`src/rtl/spi_reg_bank.sv`:
```
// Command decoder behind the SPI slave word interface: first word of each frame is a
// command, following words are register write data or clock out prefetched read data.
module spi_reg_bank #(
  parameter int                            WORD_SIZE = 16,
  parameter int                            ADDR_BITS = 3,
  parameter int                            N_RW      = 4,
  parameter int                            N_RO      = 4,
  parameter logic [WORD_SIZE-1:0]          ID_WORD   = 16'hA55A,
  parameter logic [N_RW*WORD_SIZE-1:0]     CTRL_RST  = '0
) (
  input  logic                             i_clk,
  input  logic                             i_rst,
  input  logic                             i_frame,
  input  logic [WORD_SIZE-1:0]             i_wdata,
  input  logic                             i_wstb,
  output logic [WORD_SIZE-1:0]             o_wresp,
  output logic [N_RW*WORD_SIZE-1:0]        o_ctrl,
  output logic [N_RW-1:0]                  o_wr_pulse,
  input  logic [N_RO*WORD_SIZE-1:0]        i_status,
  output logic                             o_err
);

  typedef enum logic [1:0] {S_IDLE, S_CMD, S_WR, S_RD} state_t;

  state_t                      state_q, state_d;
  logic [ADDR_BITS-1:0]        addr_q, addr_d;
  logic                        inc_q, inc_d;
  logic [WORD_SIZE-1:0]        wresp_q, wresp_d;
  logic [N_RW*WORD_SIZE-1:0]   ctrl_q, ctrl_d;
  logic [N_RW-1:0]             pulse_q, pulse_d;
  logic                        err_q, err_d;

  logic [ADDR_BITS-1:0]        addr_next;
  logic [ADDR_BITS-1:0]        rd_addr;
  logic [WORD_SIZE-1:0]        rd_data;
  logic                        wr_hit;

  assign addr_next = addr_q + ADDR_BITS'(inc_q);

  // The command word reads its own address; later read words prefetch the next one.
  assign rd_addr = (state_q == S_CMD) ? i_wdata[ADDR_BITS-1:0] : addr_next;

  always_comb begin
    rd_data = '0;
    for (int k = 0; k < N_RW; k++) begin
      if (int'(rd_addr) == k) rd_data = ctrl_q[k*WORD_SIZE +: WORD_SIZE];
    end
    for (int k = 0; k < N_RO; k++) begin
      if (int'(rd_addr) == N_RW + k) rd_data = i_status[k*WORD_SIZE +: WORD_SIZE];
    end
  end

  always_comb begin
    state_d = state_q;
    addr_d  = addr_q;
    inc_d   = inc_q;
    wresp_d = wresp_q;
    ctrl_d  = ctrl_q;
    pulse_d = '0;
    err_d   = err_q;
    wr_hit  = 1'b0;

    // Frame end takes priority over any strobe arriving in the same cycle.
    if (!i_frame) begin
      state_d = S_IDLE;
      addr_d  = '0;
      wresp_d = ID_WORD;
    end else begin
      case (state_q)
        S_IDLE: state_d = S_CMD;
        S_CMD: begin
          if (i_wstb) begin
            addr_d = i_wdata[ADDR_BITS-1:0];
            inc_d  = i_wdata[WORD_SIZE-2];
            if (i_wdata[WORD_SIZE-1]) begin
              state_d = S_WR;
              wresp_d = ID_WORD;
            end else begin
              state_d = S_RD;
              wresp_d = rd_data;
            end
          end
        end
        S_WR: begin
          if (i_wstb) begin
            for (int k = 0; k < N_RW; k++) begin
              if (int'(addr_q) == k) begin
                ctrl_d[k*WORD_SIZE +: WORD_SIZE] = i_wdata;
                pulse_d[k] = 1'b1;
                wr_hit     = 1'b1;
              end
            end
            if (!wr_hit) err_d = 1'b1;
            addr_d = addr_next;
          end
        end
        S_RD: begin
          if (i_wstb) begin
            addr_d  = addr_next;
            wresp_d = rd_data;
          end
        end
        default: state_d = S_IDLE;
      endcase
    end
  end

  always_ff @(posedge i_clk or posedge i_rst) begin
    if (i_rst) begin
      state_q <= S_IDLE;
      addr_q  <= '0;
      inc_q   <= 1'b0;
      wresp_q <= ID_WORD;
      ctrl_q  <= CTRL_RST;
      pulse_q <= '0;
      err_q   <= 1'b0;
    end else begin
      state_q <= state_d;
      addr_q  <= addr_d;
      inc_q   <= inc_d;
      wresp_q <= wresp_d;
      ctrl_q  <= ctrl_d;
      pulse_q <= pulse_d;
      err_q   <= err_d;
    end
  end

  assign o_wresp    = wresp_q;
  assign o_ctrl     = ctrl_q;
  assign o_wr_pulse = pulse_q;
  assign o_err      = err_q;

endmodule

```
`config.mk`:
```
export PLATFORM = sky130hd
export DESIGN_NAME = spi_reg_bank
export DESIGN_NICKNAME = d
export VERILOG_FILES = /design/src/rtl/spi_reg_bank.sv
export SDC_FILE = /design/constraint.sdc
export NUM_CORES = 1
export LEC_CHECK = 0
export CORE_MARGIN = 8
export CORE_UTILIZATION = 49
export CTS_CLUSTER_SIZE = 12
export DETAILED_ROUTE_END_ITERATION = 10
export PLACE_DENSITY = 0.86
export SYNTH_ARGS = -nofsm -noshare
export SYNTH_HDL_FRONTEND = slang
export SYNTH_SLANG_ARGS = --single-unit
```
`constraint.sdc`:
```
create_clock -name i_clk -period 6 [get_ports i_clk]
set_clock_uncertainty 0.2 [all_clocks]
set_input_delay 0.9 -clock i_clk [delete_from_list [all_inputs] [get_ports i_clk]]
set_output_delay 0.9 -clock i_clk [all_outputs]
set_load 0.005 [all_outputs]
```
==> results of run 1 <==
power by group:
| group | switching [W] | leakage [nW] | internal, W |
|---|---|---|---|
| Clock | 0.000249 | 0.0936 | 0.000159 |
| Combinational | 0.000286 | 1.54 | 0.000331 |
| Sequential | 0.0000827 | 1.21 | 0.000692 |
worst max-delay path, cell delays in order:
cell and delay (ns):
clkdlybuf4s50_1 0.66, and3b_4 0.28, a21o_1 0.73, mux2_2 0.42, a222oi_1 0.49, a31oi_1 0.16
worst max-delay path by stage:
stage                              to  slack (ns)  cells past startpoint
after global placement     o_wresp[3]        2.25                      6
final                     o_wresp[10]        2.44                      6
after detailed placement  o_wresp[10]        2.18                      6
after global routing       o_wresp[7]        2.41                      6
after floorplan             addr_q[0]        2.55                      1
after CTS                 o_wresp[10]        2.57                      6
per-layer routing:
| layer | track usage, % | part of all wire (%) |
|---|---|---|
| met5 | 0 | 0 |
| met4 | 11.12 | 3.2 |
| met3 | 8.129 | 10 |
| met2 | 39.15 | 45 |
| met1 | 33.86 | 42 |
cell families after synthesis:
family | Yosys count | share of synthesized area (%)
AOI/OAI and AO/OA | 124 | 18.62
adders and majority gates | 2 | 0.5158
xor gates and xnor gates | 2 | 0.5160
buffers and inverters | 40 | 3.998
muxes | 88 | 20.66
and+or+nand+nor | 82 | 8.538
DFF | 91 | 47.15
final cells by class:
| cell class | instances | area (um2) |
|---|---|---|
| repair buffers | 170 | 1697 |
| inverters | 11 | 42.54 |
| fillers | 735 | 2937 |
| well taps | 133 | 166.4 |
| clock buffers | 9 | 123.9 |
| clock inverters | 7 | 61.31 |
| multi-input cells | 298 | 2370 |
| flip-flops and latches | 91 | 2287 |
stage by stage:
stage          util [%]  area [um2]  setup slack [ns]
6_report          69.68        6748             2.437
5_1_grt           69.68        6748             2.408
4_1_cts           69.68        6748             2.567
3_5_place_dp      67.76        6563             2.179
3_3_place_gp      67.76        6563             2.252
2_1_floorplan         -        4851             2.550
cells in the final DEF (no fill, tap or decap), types with 6 or more instances in the layout:
cell             netlist  layout
mux2_2                85      85
nand2b_1               6       6
a21oi_1               16      16
nand2_1               46      46
a21o_1                14      14
clkdlybuf4s50_1        0     168
clkbuf_8               0       9
dfrtp_1               83      83
o211ai_1               6       6
o22ai_1                9       9
a222oi_1              11      11
a21boi_0              11      11
o21ai_0               15      15
dfstp_2                8       8
inv_1                 11      10
a31oi_1               13      13
registers in the layout, indices dropped and copies added (netlist names):
signal and flops:
o_wresp 16, addr_q 3, o_ctrl 64, o_wr_pulse 4, o_err 1, state_q 2
inc_q 1
==> summary.txt, run 1 <==
Worst-Margin Slew -> 1.032 ns
share of cells above drive strength 1 -> 21.50%
Hold Buf Count CTS -> 0
# rows -> 36
most instantiated cells after synthesis -> mux2_2, dfrtp_1, nand2_1, a21oi_1, o21ai_0
Area Growth Syn to Fin -> 39.10%
most common cell in the synthesized netlist -> mux2_2
flop-to-flop setup slack -> 2.71 ns
CTS tree -> done
min-delay worst type -> reg -> reg
Root Driver -> clkbuf_8
antenna violations before repair -> 0
clk_lat worst skew -> 0.37 ns
CTS clk-pin slew, worst paths -> 0.10 ns
min Tclk post-route -> 3.563 ns
Routed wire per std cell -> 24.04 um
synthesized area per cell -> 11.31 um2
Hold Startpoint -> o_wresp[12]
largest net degree at the start of global routing -> 53
DRT iter0 DRCs -> 370
post-DP HPWL -> 13010 um
Worst EP arrival -> 3.64 ns
CP Launch Type -> primary input
Starting Density -> 50.09%
Port Buf Inserts -> 168
setup bufs post-CTS -> 0
hold_ws -> 0.3119 ns
hold endpoint -> o_wresp[12]
Synth Warn # -> 0
Ant. Diodes -> 0
hold path cells -> 2
syn_nets -> 515
ys flop type -> dfrtp_1
Crit Path Max Fanout -> 20
vias per cell -> 6.060
Fmax -> 280.6 MHz
gr usage total -> 26.03%
placed cells -> 703
final setup vio count -> 0
Final Hold Viols -> 0
Slew Limit Headroom -> 31.20%
worst reg2reg path depth -> 5
Final GP Congestion -> 0.9517
Worst Setup End Kind -> register
CTS Buf Count -> 9
vias in the first global route -> 4572
Die Width -> 115.5 um
Max Cap Violations -> 0
H-Tree Depth -> 3
grt total ovfl -> 0
DRT Pass-1 Iters -> 7
status -> complete, no violations
CP Class -> in -> reg
post-CTS sizing -> 0
final wirelength -> 17290 um
Die Span Y -> 115.5 um
Post-synth EDFFs -> 0
post-synthesis cell count -> 429
setup TNS -> 0 ns
io pins -> 169
Yosys top cell by area -> dfrtp_1
post-synthesis register bit count -> 91
Post-synth ARST share -> 100.0%
reg-to-reg critical path endpoint -> o_wresp[10]
Final #Nets -> 667
distinct cell type count after synthesis -> 53
VDD IR max -> 0.1563 mV
DRC violations left -> 0
post-synthesis sequential area ratio -> 47.15%
Post-Syn Area -> 4851 um2
clk buf depth -> 2
Clock Sink Count -> 91
Pleak -> 2.840 nW
global-route wire length before repair -> 26390 um
power density cells -> 266.6 nW/um2
Reg2Reg Launch Point -> state_q[1]
Core Area -> 9684 um2
Antenna Violating Nets Remaining -> 0
CP required -> 6.08 ns
top-area cell type share of the netlist area -> 42.82%
Worst Setup SP -> i_wdata[1]
vias -> 4357
Slew Limit Fails -> 0
unrepaired setup endpoints after global routing -> false
DIE AREA -> 13340 um2
ranking of synthesized cells by area -> dfrtp_1, mux2_2, dfstp_2
Final Non-Filler Cells -> 719
post-route clock period utilization -> 59.39%
Design Power -> 0.001799 W
Note: power is estimated with default switching activity, not from simulation.
==> inputs of run 2 (changes only) <==
--- a/config.mk
+++ b/config.mk
@@ -6,10 +6,10 @@
 export NUM_CORES = 1
 export LEC_CHECK = 0
 export CORE_MARGIN = 8
-export CORE_UTILIZATION = 49
+export CORE_UTILIZATION = 41
 export CTS_CLUSTER_SIZE = 12
 export DETAILED_ROUTE_END_ITERATION = 10
-export PLACE_DENSITY = 0.86
+export PLACE_DENSITY = 0.77
 export SYNTH_ARGS = -nofsm -noshare
 export SYNTH_HDL_FRONTEND = slang
 export SYNTH_SLANG_ARGS = --single-unit
==> constraint.sdc (replaced) <==
create_clock -name i_clk -period 3.1 [get_ports i_clk]
set_clock_uncertainty 0.2 [all_clocks]
set_input_delay 0.465 -clock i_clk [delete_from_list [all_inputs] [get_ports i_clk]]
set_output_delay 0.465 -clock i_clk [all_outputs]
set_load 0.005 [all_outputs]
==> run 2 against run 1 <==
Effect of this change: flip-flop and latch count stayed put; worst setup slack worse by 2.3 ns; register-to-register slack worse by 2.5 ns; worst hold slack worse by 0.20 ns; largest power group unchanged.
==> summary.txt, run 2 (synthesized netlist as in run 1, its figures left out) <==
Final Non-Filler Cells -> 755 (was 719)
gr usage total -> 22.88% (was 26.03%)
H-Tree Depth -> 3 (unchanged)
most used cell, CP -> ha_1
CP Launch Type -> register (was primary input)
post-route clock period utilization -> 94.06%
Final GP Congestion -> 0.9283 (was 0.9517)
Slew Limit Fails -> 0 (unchanged)
Slew Limit Headroom -> 50.36% (was 31.20%)
CP required -> 3.11 ns (was 6.08 ns)
Routed wire per std cell -> 23.68 um (was 24.04 um)
DRC violations left -> 0 (unchanged)
Final Hold Viols -> 0 (unchanged)
Worst Setup End Kind -> register (unchanged)
Register Area -> 2287 um2 (unchanged)
Fmax -> 343.0 MHz
CP max-delay cell -> a2111oi_0 (was a21o_1)
CTS clk-pin slew, worst paths -> 0.07 ns (was 0.10 ns)
crit-path cells -> ha_1 > ha_1 > a21o_1 > mux2_4 > a2111oi_0 > buf_4 > o311ai_1 (was clkdlybuf4s50_1 > and3b_4 > a21o_1 > mux2_2 > a222oi_1 > a31oi_1)
critical path buffer and inverter count -> 1 (unchanged)
antenna violations before repair -> 0 (unchanged)
Ant. Diodes -> 0 (unchanged)
status -> complete, no violations (unchanged)
Antenna Violating Nets Remaining -> 0 (unchanged)
min-delay worst type -> in -> async (was reg -> reg)
Die Span Y -> 124.8 um (was 115.5 um)
Clock Sink Count -> 91 (unchanged)
DRT Pass-1 Iters -> 6 (was 7)
fill cell count -> 919 (was 735)
CTS tree -> done (unchanged)
setup TNS -> 0 ns (unchanged)
power density cells -> 547.9 nW/um2 (was 266.6 nW/um2)
fin util -> 61.77% (was 69.68%)
io pins -> 169 (unchanged)
# rows -> 39 (was 36)
clk buf depth -> 2 (unchanged)
largest net degree at the start of global routing -> 46 (was 53)
final wirelength -> 17880 um (was 17290 um)
Core Area -> 11470 um2 (was 9684 um2)
post-DP HPWL -> 13850 um (was 13010 um)
grt total ovfl -> 0 (unchanged)
max reg flops -> 64 (unchanged)
vias per cell -> 5.825 (was 6.060)
Root Driver -> clkbuf_16 (was clkbuf_8)
placed cells -> 739 (was 703)
most frequent cells in the layout -> clkdlybuf4s50_1, mux2_2, dfrtp_1, nand2_1, buf_4 (was clkdlybuf4s50_1, mux2_2, dfrtp_1, nand2_1, a21oi_1)
Port Buf Inserts -> 168 (unchanged)
post-CTS sizing -> 0 (unchanged)
DIE AREA -> 15570 um2 (was 13340 um2)
Crit Path Max Fanout -> 8 (was 20)
share of cells above drive strength 1 -> 24.84% (was 21.50%)
Max Cap Violations -> 0 (unchanged)
min Tclk post-route -> 2.916 ns
setup bufs post-CTS -> 0 (unchanged)
Starting Density -> 42.30% (was 50.09%)
Area Growth Syn to Fin -> 46.01% (was 39.10%)
Final #Nets -> 693 (was 667)
final setup vio count -> 0 (unchanged)
most common cell after layout, fill and taps aside -> clkdlybuf4s50_1 (unchanged)
Die Width -> 124.8 um (was 115.5 um)
clk_lat worst skew -> 0.33 ns (was 0.37 ns)
Hold Buf Count CTS -> 0 (unchanged)
unrepaired setup endpoints after global routing -> false (unchanged)
VDD IR max -> 0.3530 mV (was 0.1563 mV)
CP Class -> reg -> reg (was in -> reg)
vias -> 4398 (was 4357)
multi-input logic area -> 2370 um2 (unchanged)
Pleak -> 3.026 nW (was 2.840 nW)
Worst Setup SP -> addr_q[0] (was i_wdata[1])
DRT iter0 DRCs -> 357 (was 370)
vias in the first global route -> 4652 (was 4572)
worst stage delay on the critical path -> 0.54 ns (was 0.73 ns)
Top delay family on crit path -> compound AO/OA/AOI/OAI gates (unchanged)
CTS Buf Count -> 9 (unchanged)
global-route wire length before repair -> 28500 um (was 26390 um)
Worst EP arrival -> 2.92 ns (was 3.64 ns)
Reg2Reg Launch Point -> addr_q[0] (was state_q[1])
Worst-Margin Slew -> 0.7402 ns (was 1.032 ns)
[run 2: changes by cell type in the layout (fill, tap and decap cells not counted)]
cell       delta
clkinv_4      -1
clkbuf_16     +9
bufinv_16     +1
inv_8         -2
clkbuf_8      -7
buf_4        +26
[run 2: worst paths after layout]
kind | slack [ns] | endpoint | cells past startpoint
min in group i_clk | 0.27 | o_err | 1
max in group asynchronous | 1.82 | o_ctrl[35] | 3
setup / recovery | 0.18 | o_wresp[7] | 7
hold reg to reg | 0.27 | o_err | 1
hold / removal | 0.11 | o_wr_pulse[2] | 2
setup reg to reg | 0.18 | o_wresp[7] | 7
[run 2: final cells by class]
class	count	share of cell area, %
Sequential cell	91	32.29
Clock inverter	5	0.8479
Tap cell	143	2.526
Timing Repair Buffer	196	26.71
Clock buffer	11	3.568
Multi-Input combinational cell	298	33.46
Inverter	11	0.6006
[run 2: per-stage QoR]
stage	setup WS [ns]	hold WS, ns	total power, W	instance area [um2]
global route	0.003945	0.1130	0.004070	7083
CTS	0.2289	0.1068	0.003892	7083
floorplan	0.08463	0.2510	0.002073	4851
global placement	0.3279	0.2464	0.002731	6770
detailed placement	0.1964	0.2571	0.002751	6770
finish	0.1842	0.1081	0.003881	7083
[run 2: power breakdown]
part           total (W)  switching (W)  internal (W)
logic            0.00126       0.000566      0.000689
registers        0.00149       0.000150       0.00134
clock network    0.00113       0.000462      0.000672
[run 2: routing by layer]
layer  vias up  part of all wire [%]  track usage, %
met5         -                     0               0
li1       1984                     -               -
met4         0                   1.8           8.150
met1      2191                    44           30.16
met2       204                    47           36.11
met3        19                   6.7           4.894
